$ cat config.mk
export PLATFORM = sky130hd
export DESIGN_NAME = pipelined_csel_adder
export DESIGN_NICKNAME = d
export VERILOG_FILES = /design/src/rtl/csel_block.sv /design/src/rtl/pipelined_csel_adder.sv
export SDC_FILE = /design/constraint.sdc
export NUM_CORES = 1
export LEC_CHECK = 0
export CORE_MARGIN = 4
export CORE_UTILIZATION = 50
export DETAILED_ROUTE_END_ITERATION = 7
export GPL_TIMING_DRIVEN = 0
export PLACE_DENSITY = 0.76
export SYNTH_ARGS = -nofsm -noshare
export SYNTH_HDL_FRONTEND = slang
export SYNTH_SLANG_ARGS = --single-unit
$ cat constraint.sdc
create_clock -name clk -period 3.5 [get_ports clk]
set_clock_uncertainty 0.15 [all_clocks]
set_input_delay 0.525 -clock clk [delete_from_list [all_inputs] [get_ports clk]]
set_output_delay 0.525 -clock clk [all_outputs]
set_load 0.05 [all_outputs]
$ cat src/rtl/csel_block.sv
`default_nettype none
// ============================================================================
// Module      : csel_block
// Description : Combinational carry-select slice; two speculative sums
//               selected by the incoming carry.
// Revision    : 1.0 - initial release
// ============================================================================
module csel_block #(
    parameter int BLK = 4
) (
    input  logic [BLK-1:0] x,
    input  logic [BLK-1:0] y,
    input  logic           cin,
    output logic [BLK-1:0] s,
    output logic           cout,
    output logic           c_msb
);

    logic [BLK:0] w_sum0;
    logic [BLK:0] w_sum1;

    assign w_sum0 = {1'b0, x} + {1'b0, y};
    assign w_sum1 = {1'b0, x} + {1'b0, y} + {{BLK{1'b0}}, 1'b1};

    assign {cout, s} = cin ? w_sum1 : w_sum0;

    // Each sum bit is x ^ y ^ carry-in, so the carry into the top bit is recoverable.
    assign c_msb = s[BLK-1] ^ x[BLK-1] ^ y[BLK-1];

endmodule
`default_nettype wire

$ cat src/rtl/pipelined_csel_adder.sv
`default_nettype none
// ============================================================================
// Module      : pipelined_csel_adder
// Description : Pipelined carry-select adder/subtractor, one slice resolved
//               per stage, with valid/ready flow control.
// Revision    : 1.0 - initial release
// ============================================================================
module pipelined_csel_adder #(
    parameter int WIDTH = 16,
    parameter int BLK   = 4
) (
    input  logic             clk,
    input  logic             rst,
    input  logic             in_valid,
    output logic             in_ready,
    input  logic [WIDTH-1:0] a,
    input  logic [WIDTH-1:0] b,
    input  logic             c_in,
    input  logic             sub,
    output logic             out_valid,
    input  logic             out_ready,
    output logic [WIDTH-1:0] s,
    output logic             c_out,
    output logic             ovf
);

    localparam int c_nblk = WIDTH / BLK;

    if ((WIDTH % BLK) != 0 || WIDTH < BLK) begin : g_width_check
        $error("pipelined_csel_adder: WIDTH must be a non-zero multiple of BLK");
    end

    logic [WIDTH-1:0] w_b_eff;
    logic             w_c0;
    logic             w_en;
    logic [WIDTH-1:0] r_s;
    logic             r_c_out;
    logic             r_c_msb;
    logic             r_v_out;

    assign w_b_eff = sub ? ~b : b;
    assign w_c0    = sub | c_in;
    // Single enable: the whole pipe moves or holds as one, bubbles included.
    assign w_en    = ~r_v_out | out_ready;

    for (genvar k = 0; k < c_nblk; k++) begin : g_stage
        localparam int c_lo = k * BLK;

        logic [WIDTH-1:0]      w_acc_in;
        logic [WIDTH-1:c_lo]   w_b_in;
        logic                  w_cin;
        logic                  w_v_in;
        logic [BLK-1:0]        w_s;
        logic                  w_cout;
        logic                  w_c_msb;
        logic [WIDTH-1:0]      w_res;

        // Accumulator carries resolved result bits below the slice and raw operand A above it.
        if (k == 0) begin : g_front
            assign w_acc_in = a;
            assign w_b_in   = w_b_eff;
            assign w_cin    = w_c0;
            assign w_v_in   = in_valid;
        end else begin : g_chain
            assign w_acc_in = g_stage[k-1].g_reg.r_acc;
            assign w_b_in   = g_stage[k-1].g_reg.r_b;
            assign w_cin    = g_stage[k-1].g_reg.r_c;
            assign w_v_in   = g_stage[k-1].g_reg.r_v;
        end

        csel_block #(
            .BLK (BLK)
        ) u_blk (
            .x     (w_acc_in[c_lo +: BLK]),
            .y     (w_b_in[c_lo +: BLK]),
            .cin   (w_cin),
            .s     (w_s),
            .cout  (w_cout),
            .c_msb (w_c_msb)
        );

        always_comb begin
            w_res                 = w_acc_in;
            w_res[c_lo +: BLK]    = w_s;
        end

        if (k < c_nblk - 1) begin : g_reg
            logic [WIDTH-1:0]        r_acc;
            logic [WIDTH-1:c_lo+BLK] r_b;
            logic                    r_c;
            logic                    r_v;
            // Carry into a slice MSB only matters for the top slice.
            logic                    w_unused_c_msb;

            assign w_unused_c_msb = w_c_msb;

            always_ff @(posedge clk) begin
                if (rst) begin
                    r_acc <= '0;
                    r_b   <= '0;
                    r_c   <= 1'b0;
                    r_v   <= 1'b0;
                end else if (w_en) begin
                    r_acc <= w_res;
                    r_b   <= w_b_in[WIDTH-1:c_lo+BLK];
                    r_c   <= w_cout;
                    r_v   <= w_v_in;
                end
            end
        end
    end

    always_ff @(posedge clk) begin
        if (rst) begin
            r_s     <= '0;
            r_c_out <= 1'b0;
            r_c_msb <= 1'b0;
            r_v_out <= 1'b0;
        end else if (w_en) begin
            r_s     <= g_stage[c_nblk-1].w_res;
            r_c_out <= g_stage[c_nblk-1].w_cout;
            r_c_msb <= g_stage[c_nblk-1].w_c_msb;
            r_v_out <= g_stage[c_nblk-1].w_v_in;
        end
    end

    assign in_ready  = w_en;
    assign out_valid = r_v_out;
    assign s         = r_s;
    assign c_out     = r_c_out;
    assign ovf       = r_c_msb ^ r_c_out;

endmodule
`default_nettype wire

==> flow_summary.ini, run 1 <==
[power_and_ir_drop]
clkPwrFrac_pct = 34.0
ir_drop_mv = 0.225
power_switching_share_pct = 26.0
seqPwrFrac_pct = 50.6
cellPowerDensity_nw_per_um2 = 466
combPwrFrac_pct = 15.4
intPower_uw = 1800
power.leakage_uw = 0.00209
power_uw = 2430
p_sw_uw = 631

[timing]
slew_headroom_pct = 59.0
rsz0062_at_grt = no
fmax_mhz = 330
finalHoldViolCount = 0
setup_viol = 0
timing_worst_slew_pin_value_ps = 615
slew_viol_final = 0
min_period_over_period_pct = 86.5
post-route-min-period_ps = 3030
fin_setup_tns_ps = 0

[yosys]
syn_nets = 574
synth_compound_area_share_pct = 15.8
synth_top_cell_by_area = dfxtp_1
yosys.area_share.simple_pct = 18.3
netlist_instances = 512
synthMuxAreaShare_pct = 0.466
synth.area.top_cells = dfxtp_1 45%, nand2_1 13%, a21oi_1 8.6%
syn_area_per_cell_um2 = 8.39
synth_top_family_by_area = simple AND/OR/NAND/NOR gates
yosysWarnings = 0
syn-cell-area_um2 = 4290
yosys.area.top_type_share_pct = 45.2
synth_seq_area_share_pct = 45.2
synth-xor-area-share_pct = 8.62
synthAdderAreaFrac_pct = 7.69
synth_seq_cells = 97
synth_cell_type_count = 34

[clocking]
cts_tree = done
cts_setup_buffers = 0
clkTransAtPathRegs_ps = 80
cts_root_buffer = clkbuf_8
htree_num_levels = 3
clock_sinks = 97
clockBufferDepth = 2
clk_latency_ps = 360
cts_made_buffers = 9

[finish]
final_cell_mix = 143 x nand2_1, 97 x dfxtp_1, 74 x a21oi_1
fin_nets = 640
drive_above_1_share_pct = 6.00
layout_commonest_cell = nand2_1
antenna_cells = 0
fin_area_um2 = 5220
finalNonFillerCells = 688
area_delta_synth_final_pct = 21.4

[grt]
grt_max_degree = 17
grt_remaining_overflow = 0
grt_pass1_wl_mm = 16.5
grt_pass1_vias = 3529
antenna_found_initial = 0
grt_usage_pct = 20.5

[setup_path]
end_kind = output port
start_kind = primary input
worstSetupPathType = in -> out
cp.required_ps = 2820
ff2ff_path_depth = 9
path_max_fanout = 10
cp.arrival_ps = 2350

[floorplanning]
fp.coreArea_um2 = 8300
dieArea_um2 = 10100
row_count = 33
initial_core_util_pct = 51.7
io_pins = 58
die_height_um = 101
die_w_um = 101

[route]
dr_total_vias = 3628
wl_per_cell_um = 14.7
viasPerCell = 5.27
first_pass_iters = 4
post-route-drc-count = 0
ant_nets = 0
drt-initial-drc-count = 208
wirelength_mm = 10.1

[flow_run]
cap_violations = 0

[place]
place_inst = 672
dp_hpwl_mm = 7.46
gp_congestion = 0.861
portBuffers = 55
place_area_um2 = 4980

[min_path]
hold_depth = 2
hold_class = reg -> reg

[outcome]
status = finished, final reports clean
## routing by layer
layer	track usage, %	share of wire, %	vias to the layer above
met4	6.22	1.3	0
met5	0	0	-
met1	27.1	44	1660
li1	-	-	1840
met3	2.56	7.0	13
met2	35.0	48	115
## critical path: stages
cell and delay, ps:
clkdlybuf4s50_1 510, nor2b_1 50, buf_2 140, inv_2 110, buf_2 290, buf_2 260
dlymetal6s2s_1 450
## metrics by stage
stage | hold WS, ps | utilization (%) | worst slack [ps]
finish | 305 | 62.8 | 473
global route | 325 | 62.8 | 377
CTS | 306 | 62.8 | 97.1
detailed placement | 296 | 60.0 | 101
global placement | 288 | 60.0 | 104
floorplan | 282 | - | 707
## cell type report
class	instances	area, µm²
multi-input combinational	375	2180
buffer	34	146
timing repair buffer	55	553
clock inverter	5	85.1
fill	738	3080
tap	105	131
sequential	97	1940
inverter	6	22.5
clock buffer	11	151
## flip-flops by register name (all words and copies together) (netlist names)
signal               cells
g_stage.g_reg.r_acc     48
g_stage.g_reg.r_v        3
s                       16
r_c_msb                  1
c_out                    1
g_stage.g_reg.r_c        3
out_valid                1
g_stage.g_reg.r_b       24
## cell families after synthesis
kind of cell	after synthesis
buf+inv	40
simple gates	196
mux	2
compound gates	114
fa+ha+maj	24
flops	97
xor+xnor	39
## power by group through the flow
stage          sequential [µW]  combinational, µW  clock, µW
2_1_floorplan             1270                225          0
3_3_place_gp              1250                360          0
3_5_place_dp              1250                371          0
4_1_cts                   1230                374        836
5_1_grt                   1240                415        880
6_report                  1230                375        827
## final timing paths
check	start	to	slack (ps)
max	out_ready	in_ready	470
min	s[3]$_SDFFE_PP0P_	s[3]$_SDFFE_PP0P_	300
max reg2reg	g_stage[2].g_reg.r_acc[12]$_SDFFE_PP0P_	c_out$_SDFFE_PP0P_	1260
min reg2reg	s[3]$_SDFFE_PP0P_	s[3]$_SDFFE_PP0P_	300
## timing repair
action                     CTS  global route
hold buffers                 0             0
setup endpoints to repair    0             1
gates resized for setup      0             1
## synth_stat cells (all sizes together)
cell type / instances
a311oi: 1
xor2: 9
a2111oi: 3
ha: 20
nand2: 143
nand3: 3
xnor3: 1
buf: 14
mux2i: 2
nand4: 4
nand3b: 4
a21o: 8
clkbuf: 20
nor3: 3
nor3b: 1
xnor2: 29
a211oi: 23
o21a: 1
a21oi: 75
nor2: 37
dfxtp: 97
o21ai: 2
inv: 6
fa: 4
nor2b: 1
a2111o: 1
No activity file was read; power rests on OpenSTA's default activity.
==> inputs of run 2 (changes only) <==
- CORE_MARGIN: 4 -> unset
- SKIP_LAST_GASP: unset -> 1
==> run 2 against run 1 <==
Net effect:
- count of clock-buffer cells in the layout down 1
- global-route usage increased by 3.3 points
- non-clock buffer count unchanged
- power down 8.2%
- critical path type unchanged
- highest routed layer unchanged
==> flow_summary.ini, run 2 (synthesis gave the netlist of run 1 again) <==
[setup_path]
r2r_setup_slack_ps = 1220
path_buf_inv = 6
critical_path.cell_chain = clkdlybuf4s50_1 > nor2b_1 > buf_2 > inv_2 > buf_2 > buf_2 > clkdlybuf4s50_1
reg2reg_from = g_stage[2].g_reg.r_acc[12]$_SDFFE_PP0P_
cp.arrival_ps = 2700
start_kind = primary input
end_kind = output port
path_common_cell = buf_2
r2r-end = c_out$_SDFFE_PP0P_
path_max_fanout = 10
critical_path.top_delay_family = buffers and inverters
cp.required_ps = 2820
max_stage_delay_ps = 840
cp_slowest_cell = clkdlybuf4s50_1
worstSetupPathType = in -> out
ff2ff_path_depth = 9

[place]
portBuffers = 55
gp_congestion = 0.909
pre_cts_slack_ps = 117
place_inst = 672
dp_hpwl_mm = 7.22

[timing]
timing_worst_slew_pin_value_ps = 581
slew_viol_final = 0
post-route-min-period_ps = 3380
finalHoldViolCount = 0
setup_viol = 0
slew_headroom_pct = 61.3
fmax_mhz = 296
rsz0062_at_grt = no
min_period_over_period_pct = 96.6
setup_ws_ps = 120
fin_setup_tns_ps = 0

[clocking]
cts_setup_buffers = 0
postCtsResizedCells = 0
clkTransAtPathRegs_ps = 90
clockBufferDepth = 2
cts_root_buffer = clkbuf_8
clk_latency_ps = 360
clock_sinks = 97
postCtsHoldBufs = 0
cts_tree = done
cts_made_buffers = 9
htree_num_levels = 3

[min_path]
hold_class = reg -> reg
hold_depth = 2
min_from = s[7]$_SDFFE_PP0P_
hold-path-endpoint = s[7]$_SDFFE_PP0P_

[route]
dr_total_vias = 3537
viasPerCell = 5.15
first_pass_iters = 4
drt-initial-drc-count = 147
ant_nets = 0
wl_per_cell_um = 14.1
wirelength_mm = 9.68
post-route-drc-count = 0

[floorplanning]
row_count = 33
die_height_um = 94.7
initial_core_util_pct = 52.0
die_w_um = 94.7
fp.coreArea_um2 = 8260
io_pins = 58
dieArea_um2 = 8960

[finish]
multi_input_area_um2 = 2180
seqCellArea_um2 = 1940
fillers = 749
layout_commonest_cell = nand2_1
top_register = g_stage.g_reg.r_acc
area_delta_synth_final_pct = 19.6
largest_reg_flops = 48
fin_nets = 640
final_cell_mix = 143 x nand2_1, 97 x dfxtp_1, 74 x a21oi_1
antenna_cells = 0
drive_above_1_share_pct = 5.67
finalNonFillerCells = 687

[power_and_ir_drop]
cellPowerDensity_nw_per_um2 = 434
ir_drop_mv = 0.200
power.leakage_uw = 0.00205

[grt]
antenna_found_initial = 0
grt_util_met2_pct = 41.4
grt_usage_pct = 23.8
grt_pass1_vias = 3494
grt_max_degree = 16
busiest_layer = met2
use_met3_pct = 3.62
met1_usage_pct = 29.3
grt_pass1_wl_mm = 16.2
grt_remaining_overflow = 0

[flow_run]
cap_violations = 0

[outcome]
status = finished, final reports clean
-- run 2: cell types whose count changed in the layout (fill, tap and decap cells not counted), sizes merged --
| cell | change |
|---|---|
| clkdlybuf4s50 | +1 |
| dlymetal6s2s | -1 |
| bufinv | -2 |
| clkinvlp | +1 |
| clkinv | +2 |
| clkbuf | -1 |
| inv | -1 |
-- run 2: stage by stage --
stage | util [%] | area [µm²] | hold WS (ps) | total power, µW
6_report | 62.2 | 5140 | 304 | 2230
3_3_place_gp | 60.3 | 4980 | 288 | 1610
5_1_grt | 62.2 | 5140 | 319 | 2330
4_1_cts | 62.2 | 5140 | 306 | 2240
3_5_place_dp | 60.3 | 4980 | 295 | 1620
2_1_floorplan | - | 4290 | 282 | 1500
-- run 2: area by class of cell --
class,count,share of cell area (%)
plain buffers,34,2.85
clock buffers,10,2.48
clock inverters,5,0.658
inverters,6,0.438
multi-input cells,375,42.5
flip-flops and latches,97,37.8
well taps,105,2.56
repair buffers,55,10.7
-- run 2: routing by layer --
metal,vias up,wire [µm],part of all wire [%]
li1,1831,-,-
met1,1607,4260,44
met2,84,4710,49
met3,15,523,5.4
met4,0,193,2.0
met5,-,0,0
-- run 2: tightest hold or removal path, cell delays in order (launching register included) --
cell and delay, ps:
dfxtp_1 320, nand2_1 50, a21oi_1 50
-- run 2: where the power goes --
part	leakage (µW)	switching [µW]	internal [µW]	total, µW
Clock	0.0000781	379	253	633
Combinational	0.00118	200	171	371
Sequential	0.000797	46.0	1180	1230
-- run 2: how the worst max path moves through the flow --
stage | startpoint | end | slack, ps | cells past startpoint
3_5_place_dp | out_ready | in_ready | 120 | 7
6_report | out_ready | in_ready | 120 | 7
3_3_place_gp | out_ready | in_ready | 140 | 7
4_1_cts | out_ready | in_ready | 110 | 7
2_1_floorplan | sub | g_stage[0].g_reg.r_c$_SDFFE_PP0P_ | 710 | 10
5_1_grt | out_ready | in_ready | 30 | 7
==> inputs of run 3 (changes only) <==
--- a/constraint.sdc
+++ b/constraint.sdc
@@ -3,3 +3,3 @@
 set_input_delay 0.525 -clock clk [delete_from_list [all_inputs] [get_ports clk]]
 set_output_delay 0.525 -clock clk [all_outputs]
-set_load 0.05 [all_outputs]
+set_load 0.1 [all_outputs]
==> run 3 against run 2 <==
Net effect:
- sequential cell count stayed put
- core utilization unchanged
- sequential power about the same
- final cell count unchanged
- first-iteration DRC count stayed put
- critical path depth unchanged
- design area is the same
- clock power hardly changed
- via count unchanged
- largest cell class unchanged
==> flow_summary.ini, run 3 (synthesis gave the netlist of run 1 again) <==
[setup_path]
worstSetupPathType = in -> out
cp.arrival_ps = 2720
r2r-end = c_out$_SDFFE_PP0P_
cp.required_ps = 2820
r2r_setup_slack_ps = 1220
start_kind = primary input
end_kind = output port
path_max_fanout = 10
reg2reg_from = g_stage[2].g_reg.r_acc[12]$_SDFFE_PP0P_
ff2ff_path_depth = 9

[route]
top_layer_used = met4
first_pass_iters = 4
wl_met2_mm = 4.71
wl_per_cell_um = 14.1
wl_met3_um = 523
drt-initial-drc-count = 147
viasPerCell = 5.15
wirelength_mm = 9.68
dr_total_vias = 3537
post-route-drc-count = 0
ant_nets = 0
wl_met1_mm = 4.26

[clocking]
postCtsHoldBufs = 0
cts_setup_buffers = 0
cts_made_buffers = 9
clockBufferDepth = 2
clock_sinks = 97
htree_num_levels = 3
cts_tree = done
clkTransAtPathRegs_ps = 90
clk_latency_ps = 360
cts_root_buffer = clkbuf_8

[finish]
area_delta_synth_final_pct = 19.6
fin_nets = 640
top_register = g_stage.g_reg.r_acc
layout_commonest_cell = nand2_1
final_cell_mix = 143 x nand2_1, 97 x dfxtp_1, 74 x a21oi_1
fin_area_um2 = 5140
fillers = 749
largest_reg_flops = 48
final_util_pct = 62.2
antenna_cells = 0
drive_above_1_share_pct = 5.67

[floorplanning]
fp.coreArea_um2 = 8260
die_height_um = 94.7
row_count = 33
initial_core_util_pct = 52.0
io_pins = 58
die_w_um = 94.7
dieArea_um2 = 8960

[power_and_ir_drop]
power_uw = 2270
power_switching_share_pct = 29.2
p_sw_uw = 663
ir_drop_mv = 0.203
power.leakage_uw = 0.00205
intPower_uw = 1610
cellPowerDensity_nw_per_um2 = 442
clkPwrFrac_pct = 27.9
seqPwrFrac_pct = 54.1
combPwrFrac_pct = 18.0

[grt]
grt_remaining_overflow = 0
antenna_found_initial = 0
grt_pass1_vias = 3494
grt_usage_pct = 23.8
grt_max_degree = 16
grt_pass1_wl_mm = 16.2

[timing]
post-route-min-period_ps = 3400
slew_viol_final = 0
min_period_over_period_pct = 97.1
fin_setup_tns_ps = 0
finalHoldViolCount = 0
slew_headroom_pct = 35.5
rsz0062_at_grt = no
setup_viol = 0
fmax_mhz = 294
timing_worst_slew_pin_value_ps = 964

[place]
dp_hpwl_mm = 7.22
portBuffers = 55
place_area_um2 = 4980
gp_congestion = 0.909

[min_path]
hold-path-endpoint = s[7]$_SDFFE_PP0P_
min_from = s[7]$_SDFFE_PP0P_
hold_class = reg -> reg
hold_depth = 2

[flow_run]
cap_violations = 0

[outcome]
status = finished, final reports clean
run 3: cell types whose count changed in the layout (fill, tap and decap cells not counted):
cell / before / now
clkdlybuf4s15_1: 0 / 1
clkdlybuf4s50_1: 55 / 54
run 3: repair_timing:
action	CTS	global route
endpoints found under the setup margin	1	1
pin swaps	0	0
gates cloned	0	0
gates resized for setup	1	1
run 3: worst max-delay path: stages:
cell	delay (ps)
clkdlybuf4s50_1	520
nor2b_1	60
buf_2	140
inv_2	100
buf_2	250
buf_2	270
clkdlybuf4s15_1	850
run 3: layout make-up:
type	instances	area [µm²]	share of cell area, %
Clock buffer	10	128	2.48
Clock inverter	5	33.8	0.658
Buffer	34	146	2.85
Multi-Input combinational cell	375	2180	42.5
Inverter	6	22.5	0.438
Sequential cell	97	1940	37.8
Tap cell	105	131	2.56
Timing Repair Buffer	55	551	10.7
run 3: worst max-delay path by stage:
stage                       start       end  slack [ps]
3_5_place_dp            out_ready  in_ready        -210
3_3_place_gp            out_ready  in_ready        -190
5_1_grt                 out_ready  in_ready          10
4_1_cts                 out_ready  in_ready          70
6_report                out_ready  in_ready         100
2_1_floorplan  c_out$_SDFFE_PP0P_       ovf         370
run 3: routing by layer:
metal	vias up	global-route usage, %
li1	1831	-
met1	1607	29.3
met2	84	41.4
met3	15	3.62
met4	0	9.72
met5	-	0
run 3: stage by stage:
step	setup slack, ps	instances	hold slack [ps]
finish	103	687	304
global route	12.3	687	319
CTS	69.1	687	306
detailed placement	-215	672	295
global placement	-192	672	288
floorplan	374	512	282
run 3: power groups by stage:
stage | Clock, µW | Combinational (µW) | Sequential (µW)
detailed placement | 0 | 406 | 1250
global route | 684 | 449 | 1240
floorplan | 0 | 229 | 1300
global placement | 0 | 396 | 1250
finish | 633 | 408 | 1230
CTS | 638 | 409 | 1230
